**config.mk**
```make
export PLATFORM = sky130hd
export DESIGN_NAME = floo_link_isolate_buffer
export DESIGN_NICKNAME = d
export VERILOG_FILES = /design/src/rtl/floo_link_isolate_buffer.sv
export SDC_FILE = /design/constraint.sdc
export NUM_CORES = 1
export LEC_CHECK = 0
export CAP_MARGIN = 20
export CORE_UTILIZATION = 25
export CTS_BUF_LIST = sky130_fd_sc_hd__clkbuf_4 sky130_fd_sc_hd__clkbuf_8 sky130_fd_sc_hd__clkbuf_16
export DETAILED_ROUTE_END_ITERATION = 12
export GPL_TIMING_DRIVEN = 0
export PLACE_DENSITY = 0.51
export RECOVER_POWER = 25
export REMOVE_ABC_BUFFERS = 1
export SETUP_SLACK_MARGIN = 0.02
export SLEW_MARGIN = 20
export SYNTH_ARGS = -nofsm -noshare
export SYNTH_HDL_FRONTEND = slang
export SYNTH_SLANG_ARGS = --single-unit
```
**constraint.sdc**
```tcl
create_clock -name clk_i -period 4.7 [get_ports clk_i]
set_clock_uncertainty 0.15 [all_clocks]
set_input_delay 0.705 -clock clk_i [delete_from_list [all_inputs] [get_ports clk_i]]
set_output_delay 0.705 -clock clk_i [all_outputs]
set_load 0.005 [all_outputs]
```
**src/rtl/floo_link_isolate_buffer.sv**
```systemverilog
// floo_link_isolate_buffer
// Registered, packet-aware link buffer for one NoC channel. On an isolation
// request it closes the input only at a packet boundary, drains what it
// holds, then reports itself isolated.
module floo_link_isolate_buffer #(
    parameter type         flit_t   = logic [63:0],
    parameter int unsigned Depth    = 2,
    parameter int unsigned CntWidth = $clog2(Depth + 1)
) (
    input  logic                clk_i,
    input  logic                rst_ni,
    input  logic                isolate_i,
    output logic                isolated_o,
    input  logic                valid_i,
    output logic                ready_o,
    input  flit_t               data_i,
    input  logic                last_i,
    output logic                valid_o,
    input  logic                ready_i,
    output flit_t               data_o,
    output logic                last_o,
    output logic [CntWidth-1:0] occupancy_o
);

    localparam int unsigned PtrWidth = (Depth > 1) ? $clog2(Depth) : 1;

    typedef logic [PtrWidth-1:0] ptr_t;
    typedef logic [CntWidth-1:0] cnt_t;

    typedef enum logic [1:0] {
        RUN,
        DRAIN,
        ISOLATED
    } state_e;

    state_e state_q;
    ptr_t   wr_ptr_q;
    ptr_t   rd_ptr_q;
    cnt_t   count_q;
    cnt_t   count_next;
    logic   pkt_open_q;
    logic   isolated_q;
    logic   push;
    logic   pop;

    flit_t  data_mem_q [Depth];
    logic   last_mem_q [Depth];

    function automatic ptr_t ptr_inc(input ptr_t p);
        return (p == ptr_t'(Depth - 1)) ? '0 : p + ptr_t'(1);
    endfunction

    // Handshakes and next occupancy; ready_o never depends on ready_i or valid_i.
    always_comb begin
        ready_o = rst_ni && (state_q == RUN) && (count_q < cnt_t'(Depth))
                  && !(isolate_i && !pkt_open_q);
        valid_o    = (count_q != '0);
        push       = valid_i && ready_o;
        pop        = valid_o && ready_i;
        count_next = count_q;
        if (push && !pop) begin
            count_next = count_q + cnt_t'(1);
        end else if (pop && !push) begin
            count_next = count_q - cnt_t'(1);
        end
    end

    assign data_o      = data_mem_q[rd_ptr_q];
    assign last_o      = last_mem_q[rd_ptr_q];
    assign occupancy_o = count_q;
    assign isolated_o  = isolated_q;

    // Payload storage; unreset, since count_q alone defines what is valid.
    always_ff @(posedge clk_i) begin
        if (push) begin
            data_mem_q[wr_ptr_q] <= data_i;
            last_mem_q[wr_ptr_q] <= last_i;
        end
    end

    // Pointers, occupancy, packet tracking and isolation FSM with registered isolated flag.
    always_ff @(posedge clk_i) begin
        if (!rst_ni) begin
            state_q    <= RUN;
            wr_ptr_q   <= '0;
            rd_ptr_q   <= '0;
            count_q    <= '0;
            pkt_open_q <= 1'b0;
            isolated_q <= 1'b0;
        end else begin
            count_q <= count_next;
            if (push) begin
                wr_ptr_q   <= ptr_inc(wr_ptr_q);
                pkt_open_q <= !last_i;
            end
            if (pop) begin
                rd_ptr_q <= ptr_inc(rd_ptr_q);
            end
            unique case (state_q)
                RUN: begin
                    if (isolate_i && !pkt_open_q) begin
                        state_q <= DRAIN;
                    end
                end
                DRAIN: begin
                    if (!isolate_i) begin
                        state_q <= RUN;
                    end else if (count_next == '0) begin
                        state_q    <= ISOLATED;
                        isolated_q <= 1'b1;
                    end
                end
                ISOLATED: begin
                    if (!isolate_i) begin
                        state_q    <= RUN;
                        isolated_q <= 1'b0;
                    end
                end
                default: begin
                    state_q    <= RUN;
                    isolated_q <= 1'b0;
                end
            endcase
        end
    end

endmodule

```
After elaboration in Yosys (flattened, before gate mapping). Memories as Yosys holds them, arrays and structs flattened. A register that Yosys moved wholly into a read port is not among the register bits. Index checks and enable logic that the tools add are counted.

Bits in writable memories: 130. Bits in registers: 8. Input bits: 70. Output and inout bits: 70. Bits in read-only memories: 0. Memories: 2. Word-level logic and storage cells: 58. Latch bits: 0.

Divide/modulo/power cells: 0. Bitwise logic cells: 1. Multiply operators: 0. Magnitude comparators: 1. Eq/ne operators: 7. Add/subtract/negate cells: 4. Shifts and indexed selects: 0. Mux-type cells: 19. Reduce and logical (&&, ||, !) cells: 18.

Memory list: data_mem_q (depth 2, width 64, read ports 1, clocked after memory_dff 1, write ports 1, line 46) `flit_t data_mem_q [Depth];`; last_mem_q (depth 2, width 1, read ports 1, clocked after memory_dff 1, write ports 1, line 47) `logic last_mem_q [Depth];`.

Operator list (count): $mux W2 (6); $mux W1 (11); $logic_and A1 B1 Y1 (8); $ne A2 B2 Y1 const B (3); $pmux W2 S3 (1); $logic_not A1 Y1 (5); $logic_not A2 Y1 (2); $reduce_and A4 Y1 (1); $ne A3 B3 Y1 const B (1); $pmux W1 S3 (1); $reduce_and A3 Y1 (1); $add A1 B1 Y1 const B (2); $add A2 B1 Y2 const B (1); $eq A2 B1 Y1 const B (1); $eq A2 B2 Y1 const B (1); $lt A2 B2 Y1 const B (1); $ne A2 B1 Y1 const B (1); $reduce_bool A2 Y1 (1); $sub A2 B1 Y2 const B (1); $not A1 Y1 (1).

Longest topological paths before layout. Gate-level depths: netlist (run 1).

Word-level depth: 13. Mapped depth: 8. Gate-level depth less buffers: 7.

Worst setup path before layout (run 1). No wires, ideal clock.

Path kind: input to register. From: input rst_ni. To: memory data_mem_q[0][0] in the netlist's numbering, enable pin. Arrival time: 3.817 ns. Buffers on the path: 0. Stages: 3. Required time: 4.060 ns. Library setup time: 0.490 ns. Path slack: 0.243 ns. Path through: nor4b_4 > nand3_1 > nor2_1.

Cells in the longest elaborated chain, start to end: 6.

Ends and longest elaborated chain: from (decl) (line 11) `input logic rst_ni,`; $logic_and A1 B1 Y1 (2 in series) (line 55) `ready_o = rst_ni && (state_q == RUN) && (count_q < cnt_t'(Depth))`; $logic_and A1 B1 Y1 (line 56) `&& !(isolate_i && !pkt_open_q);`; $logic_and A1 B1 Y1 (line 58) `push = valid_i && ready_o;`; $mux W1 (line 75) `if (push) begin`; $mux W1 (not written as such) (line 76) `data_mem_q[wr_ptr_q] <= data_i;`; to (decl) (line 46).

No other way between the ends.

Final worst setup path (run 1).
From: input rst_ni. To: output ready_o.

Cells in the longest elaborated chain, start to end: 3.

Ends and longest elaborated chain: $logic_and A1 B1 Y1 (2 in series) (line 55); $logic_and A1 B1 Y1 (line 56); to (decl) (line 15) `output logic ready_o,`.

No other way between the ends.

==> results of run 1 <==
==> placed cells by master, fill, tap and decap left out, types with 2 or more instances in the layout <==
master,n
bufinv_16,4
clkdlybuf4s50_1,95
edfxtp_1,130
nor4_1,2
clkinvlp_4,3
dfxtp_1,8
mux2_2,65
nand3_1,3
inv_1,4
dlygate4sd3_1,44
o22ai_1,2
nand2_1,4
clkbuf_16,17
nor2_1,3
nand2b_1,2
and2_2,3
inv_6,2
clkinv_4,3
buf_16,4
and2_1,3
==> state kept, by name (all words and copies together) (netlist names), named ones only <==
| signal | cells |
|---|---|
| data_mem_q | 128 |
| isolated_o | 1 |
| last_mem_q | 2 |
| occupancy_o | 2 |
| pkt_open_q | 1 |
| rd_ptr_q | 1 |
| state_q | 2 |
| wr_ptr_q | 1 |
==> per-layer routing <==
layer  vias to the layer above  GRT usage [%]
met3                        11          3.762
met4                         0          4.105
li1                       1312              -
met2                        89          17.09
met1                      1356          12.02
met5                         -              0
==> power by group <==
group | total (mW) | internal [mW] | switching (mW)
sequential | 1.49 | 1.43 | 0.0605
clock | 1.42 | 0.897 | 0.519
combinational | 0.768 | 0.503 | 0.265
==> worst min-delay path, delay by kind of cell, from the launching register on <==
kind            cells  cell delay [ns]
simple gates        1             0.06
flops               1             0.32
compound gates      1             0.06
==> layout make-up <==
type                    count  area share (%)
multi-input cells         103           13.27
inverters                   4          0.1976
flip-flops and latches    139           53.80
repair buffers            144           20.02
well taps                 270           4.446
clock inverters            14           2.569
clock buffers              18           5.697
==> path summary, 6_finish.rpt <==
kind,end,depth (start not counted)
min reg2reg,isolated_o$_SDFFE_PN0P_,2
max reg2reg,data_mem_q[0][2]$_DFFE_PP_,5
max,ready_o,4
min,isolated_o$_SDFFE_PN0P_,2
==> cell families (layout without fill, tap and decap cells) <==
| group | Yosys count | count (layout) | synth area share, % |
|---|---|---|---|
| AND/OR/NAND/NOR | 25 | 25 | 3.009 |
| XOR/XNOR | 3 | 3 | 0.6553 |
| multiplexers | 65 | 65 | 14.20 |
| adder cells (fa/ha/maj) | 1 | 1 | 0.2426 |
| buffers and inverters | 13 | 180 | 1.407 |
| AO/OA/AOI/OAI | 9 | 9 | 1.286 |
| flip-flops | 139 | 139 | 79.20 |
==> results.tsv, run 1 <==
stage	metric	value	unit
outcome	outcome	finished, final reports clean	
worst_hold_path	min-delay worst type	register to register	
drt	routed wl met2	5245	microns
clock_tree	Post-CTS Hold Fix Bufs	0	
clock_tree	setup bufs post-CTS	0	
global_routing	largest net degree at the start of global routing	43	
clock_tree	CTS tree	done	
sta	RSZ-0062 raised after global routing	false	
setup_path	CP cell instances	clkdlybuf4s50_1, nor4b_4, and2_2, clkdlybuf4s50_1	
setup_path	Worst R2R Setup Slack	2.35	ns
run	Max Cap Viol	0	
synth	EDFF count, synth	130	
drt	drt wl/cell	14.88	microns
floorplan	die area	21200	sq um
clock_tree	clk_lat worst skew	0.40	ns
synth	largest area contributor in the netlist	edfxtp_1	
sta	Final period util	67.32	%
floorplan	num rows	52	
place	port bufs	139	
drt	Vias/cell	4.000	
cells_and_area	Layout area overhead	47.37	%
clock_tree	clk sinks	139	
global_routing	first-pass GRT wire length	16240	microns
setup_path	CP startpoint kind	input port	
synth	Synth Instances	255	
worst_hold_path	hold_sp	isolated_o$_SDFFE_PN0P_	
drt	remaining antenna violation count after routing	0	
cells_and_area	register area	4088	sq um
drt	vias	2768	
setup_path	CP most frequent cell	clkdlybuf4s50_1	
sta	fmax	316.0	MHz
setup_path	slowest CP cell	clkdlybuf4s50_1	
cells_and_area	share of cells above drive strength 1	26.07	%
cells_and_area	post-layout util	37.55	%
global_routing	Tot GR Track Use	10.27	%
synth	synth warn	0	
drt	WL met1	4410	microns
drt	residual DRC count	0	
floorplan	Placeable Area	20230	sq um
cells_and_area	area of the multi-input gates	1008	sq um
setup_path	RR Startpoint	state_q[1]$_SDFFE_PN0P_	
setup_path	Arr. time, crit path	2.31	ns
synth	Avg Cell Area, Syn	20.22	sq um
setup_path	Req. time, crit path	3.85	ns
setup_path	Crit. Startpoint	rst_ni	
setup_path	Setup crit end kind	output pin	
clock_tree	CTS root buf	clkbuf_16	
cells_and_area	fin nets	480	
sta	setup_tns	0	ns
synth	synth top area cells	edfxtp_1 (76%), mux2_2 (14%), dfxtp_1 (3.5%)	
synth	ys async rst share	0	%
clock_tree	CTS Buf Count	17	
sta	Final setup viols	0	
power	Pwr Total	3.672	mW
floorplan	io pins	140	
synth	register area share after synthesis	79.20	%
setup_path	Buf/Inv on CP	2	
synth	most frequent cell after synthesis	edfxtp_1	
synth	synth cell count leaders	edfxtp_1 (130), mux2_2 (65), dfxtp_1 (9), clkbuf_1 (7)	
floorplan	Chip Width	145.6	microns
sta	min Tclk post-route	3.164	ns
setup_path	Worst Path Class, Setup	input port to output pin	
setup_path	CP delay by family, top	buffers and inverters	
place	Place WS	1.368	ns
sta	Least-Margin Pin Slew	0.5890	ns
synth	FF+latch count, synth	139	
setup_path	CP Max Fanout	9	
place	DP Wirelength	6600	microns
place	RD Place Congestion	0.6670	
cells_and_area	Layout fillers	1878	
global_routing	vias in the first global route	2998	
drt	1st-iter DRT viols	68	
place	cell area after placement	6970	sq um
global_routing	initial antenna violation count	0	
sta	worst relative slew slack	60.64	%
power	Max IR drop VDD	0.2249	mV
place	Inst Count DP	660	
sta	Hold WS	0.3379	ns
sta	final worst slack	1.536	ns
floorplan	Die H	145.6	microns
clock_tree	H-tree levels	4	
clock_tree	clk buf depth	2	
floorplan	Starting Density	25.48	%
power	P per Cell Area	483.2	nW/um^2
synth	top_reg_cell synth	edfxtp_1	
synth	post-synth top area share	75.71	%
sta	final slew viol count	0	
drt	met3 routed WL	526	microns
global_routing	grt total ovfl	0	
synth	Syn Std Cell Area	5156	sq um
clock_tree	CTS clk-pin slew, worst paths	0.06	ns
cells_and_area	final instance area	7599	sq um
cells_and_area	Cell Count, Final, Fillers Out	692	
drt	DRT Wirelength	10300	microns
drt	drt first pass iters	4	
setup_path	slowest stage delay, CP	0.63	ns
drt	Top Metal Used	met4	
clock_tree	Gates resized, CTS repair	0	
synth	Yosys cell types	29	
cells_and_area	antenna cells	0	
sta	Hold Fails Final Rpt	0	
power	Leakage	2.523	nW
Power figures use the tool's default switching activity.
==> run 2, diff against run 1 <==
==> constraint.sdc (replaced) <==
create_clock -name clk_i -period 2.8 [get_ports clk_i]
set_clock_uncertainty 0.15 [all_clocks]
set_input_delay 0.42 -clock clk_i [delete_from_list [all_inputs] [get_ports clk_i]]
set_output_delay 0.42 -clock clk_i [all_outputs]
set_load 0.005 [all_outputs]
==> run 2 against run 1 <==
Worst hold slack improved by 0.00058 ns. Critical path depth fell by 1. Non-clock buffer count rose by 1. Sequential power rose by 66%. Largest power group unchanged. Highest routed layer unchanged.
==> results.tsv, run 2 (synthesis results as in run 1) <==
stage	metric	value	unit	change
sta	fmax	382.7	MHz	
sta	setup_tns	0	ns	unchanged
drt	drt wl/cell	15.07	microns	+1.2%
global_routing	largest net degree at the start of global routing	43		unchanged
setup_path	Worst Path Class, Setup	register to output pin		
sta	worst relative slew slack	60.56	%	-0.080 points
global_routing	grt total ovfl	0		unchanged
power	Max IR drop VDD	0.3780	mV	+68%
setup_path	Setup crit end kind	output pin		
sta	min Tclk post-route	2.613	ns	
drt	Vias/cell	4.001		about the same
cells_and_area	Layout area overhead	47.59	%	
setup_path	slowest stage delay, CP	0.51	ns	-0.12 ns
setup_path	slowest CP cell	dfxtp_4		
drt	remaining antenna violation count after routing	0		unchanged
drt	drt first pass iters	4		unchanged
floorplan	die area	21200	sq um	unchanged
floorplan	Placeable Area	20230	sq um	unchanged
cells_and_area	most common cell after layout, fill and taps aside	edfxtp_1		
clock_tree	clk buf depth	2		unchanged
drt	1st-iter DRT viols	63		-7.4%
global_routing	first-pass GRT wire length	16420	microns	+1.1%
worst_hold_path	hold_sp	isolated_o$_SDFFE_PN0P_		
setup_path	CP delay by family, top	buffers and inverters		
setup_path	Arr. time, crit path	2.04	ns	-0.27 ns
clock_tree	Post-CTS Hold Fix Bufs	0		unchanged
place	DP Wirelength	6600	microns	unchanged
floorplan	Starting Density	25.48	%	unchanged
setup_path	CP Max Fanout	41		+32
outcome	outcome	finished, final reports clean		
floorplan	Chip Width	145.6	microns	unchanged
drt	residual DRC count	0		unchanged
cells_and_area	area of the multi-input gates	1008	sq um	unchanged
clock_tree	CTS root buf	clkbuf_16		
cells_and_area	fin nets	481		+0.21%
sta	RSZ-0062 raised after global routing	false		
setup_path	RR Startpoint	state_q[1]$_SDFFE_PN0P_		
place	RD Place Congestion	0.6670		unchanged
cells_and_area	Top reg by flops	data_mem_q		
cells_and_area	antenna cells	0		unchanged
floorplan	Die H	145.6	microns	unchanged
worst_hold_path	hold worst-path end	isolated_o$_SDFFE_PN0P_		
setup_path	Reg2Reg Depth	5		unchanged
clock_tree	H-tree levels	4		unchanged
cells_and_area	post-layout util	37.61	%	+0.056 points
setup_path	Crit path depth	3		-1
global_routing	Tot GR Track Use	10.42	%	+0.15 points
power	P per Cell Area	812.8	nW/um^2	+68%
clock_tree	clk_lat worst skew	0.40	ns	about the same
global_routing	vias in the first global route	2994		-0.13%
global_routing	initial antenna violation count	0		unchanged
sta	final slew viol count	0		unchanged
clock_tree	Gates resized, CTS repair	0		unchanged
drt	vias	2773		+0.18%
sta	Final setup viols	0		unchanged
sta	Hold WS	0.3385	ns	+0.0005780 ns
clock_tree	CTS clk-pin slew, worst paths	0.06	ns	about the same
worst_hold_path	min-delay worst type	register to register		
sta	Least-Margin Pin Slew	0.5902	ns	+0.001197 ns
clock_tree	clk sinks	139		unchanged
drt	DRT Wirelength	10440	microns	+1.4%
worst_hold_path	Hold Path Stages	2		unchanged
sta	Final period util	93.32	%	
cells_and_area	register area	4088	sq um	unchanged
cells_and_area	max reg flops	128		unchanged
cells_and_area	Layout fillers	1878		unchanged
floorplan	num rows	52		unchanged
setup_path	CP startpoint kind	register		
run	Max Cap Viol	0		unchanged
place	port bufs	139		unchanged
power	Leakage	2.529	nW	+0.24%
setup_path	worst r2r dst	data_mem_q[0][17]$_DFFE_PP_		
clock_tree	CTS Buf Count	17		unchanged
cells_and_area	most frequent cells in the layout	edfxtp_1 (130), clkdlybuf4s50_1 (95), mux2_2 (65)		
setup_path	Buf/Inv on CP	2		unchanged
setup_path	Worst R2R Setup Slack	0.45	ns	-1.90 ns
setup_path	Req. time, crit path	2.23	ns	-1.62 ns
floorplan	io pins	140		unchanged
sta	Hold Fails Final Rpt	0		unchanged
setup_path	CP cell instances	buf_16, mux2_2, clkdlybuf4s50_1		
clock_tree	CTS tree	done		
cells_and_area	share of cells above drive strength 1	26.24	%	+0.17 points
[run 2: changes by cell type in the layout (fill, tap and decap cells not counted)]
cell / change
buf_6: +1
[run 2: metrics by stage]
| stage | worst slack (ns) | instances | instance area (sq um) | power [mW] |
|---|---|---|---|---|
| 6_report | 0.1870 | 693 | 7610 | 6.185 |
| 5_1_grt | 0.06887 | 693 | 7610 | 6.457 |
| 4_1_cts | 0.1018 | 693 | 7610 | 6.306 |
| 3_5_place_dp | -0.2468 | 660 | 6970 | 3.866 |
| 3_3_place_gp | -4.157 | 655 | 6828 | 3.853 |
| 2_1_floorplan | -1.393 | 246 | 5099 | 3.100 |
[run 2: layout make-up]
class | instances | area share (%)
well taps | 270 | 4.439
inverters | 4 | 0.1973
repair buffers | 145 | 20.14
flip-flops and latches | 139 | 53.72
multi-input cells | 103 | 13.25
clock buffers | 18 | 5.689
clock inverters | 14 | 2.565
[run 2: worst register-to-register path, stage by stage (launching register included)]
cell and delay (ns):
dfxtp_1 0.37, nor4b_4 0.32, nand3_1 0.24, nor2_4 0.52, buf_16 0.24, buf_12 0.20
[run 2: worst max-delay path by stage]
stage / start / end / slack (ns)
final: register / data_o[57] / 0.19
after floorplan: state_q[1]$_SDFFE_PN0P_ / data_mem_q[0][0]$_DFFE_PP_ / -1.39
after CTS: register / data_o[57] / 0.10
after detailed placement: rst_ni / data_mem_q[0][26]$_DFFE_PP_ / -0.25
after global routing: rst_ni / data_mem_q[0][17]$_DFFE_PP_ / 0.07
after global placement: rst_ni / data_mem_q[0][39]$_DFFE_PP_ / -4.16
[run 2: per-layer routing]
metal	track usage (%)	vias to the layer above	share of wire, %
met1	12.34	1364	43
met3	3.762	9	5.0
met4	4.105	0	1.1
li1	-	1315	-
met5	0	-	0
met2	17.24	85	51
[run 2: repair_timing]
item                                    in CTS  in global routing
endpoints found under the setup margin      15                  0
setup buffers                                1                  0
hold endpoints to repair                     0                  0
[run 2: where the power goes]
group,internal [mW],switching [mW]
logic,0.854,0.474
registers,2.40,0.0832
clock network,1.51,0.872
total,4.76,1.43
==> run 3, diff against run 2 <==
--- a/config.mk
+++ b/config.mk
@@ -8,6 +8,7 @@
 export CAP_MARGIN = 20
 export CORE_UTILIZATION = 25
 export CTS_BUF_LIST = sky130_fd_sc_hd__clkbuf_4 sky130_fd_sc_hd__clkbuf_8 sky130_fd_sc_hd__clkbuf_16
+export CTS_CLUSTER_SIZE = 28
 export DETAILED_ROUTE_END_ITERATION = 12
 export GPL_TIMING_DRIVEN = 0
 export PLACE_DENSITY = 0.51
==> results of run 3 <==
No change in the layout: final DEF, timing and power equal those of run 2.
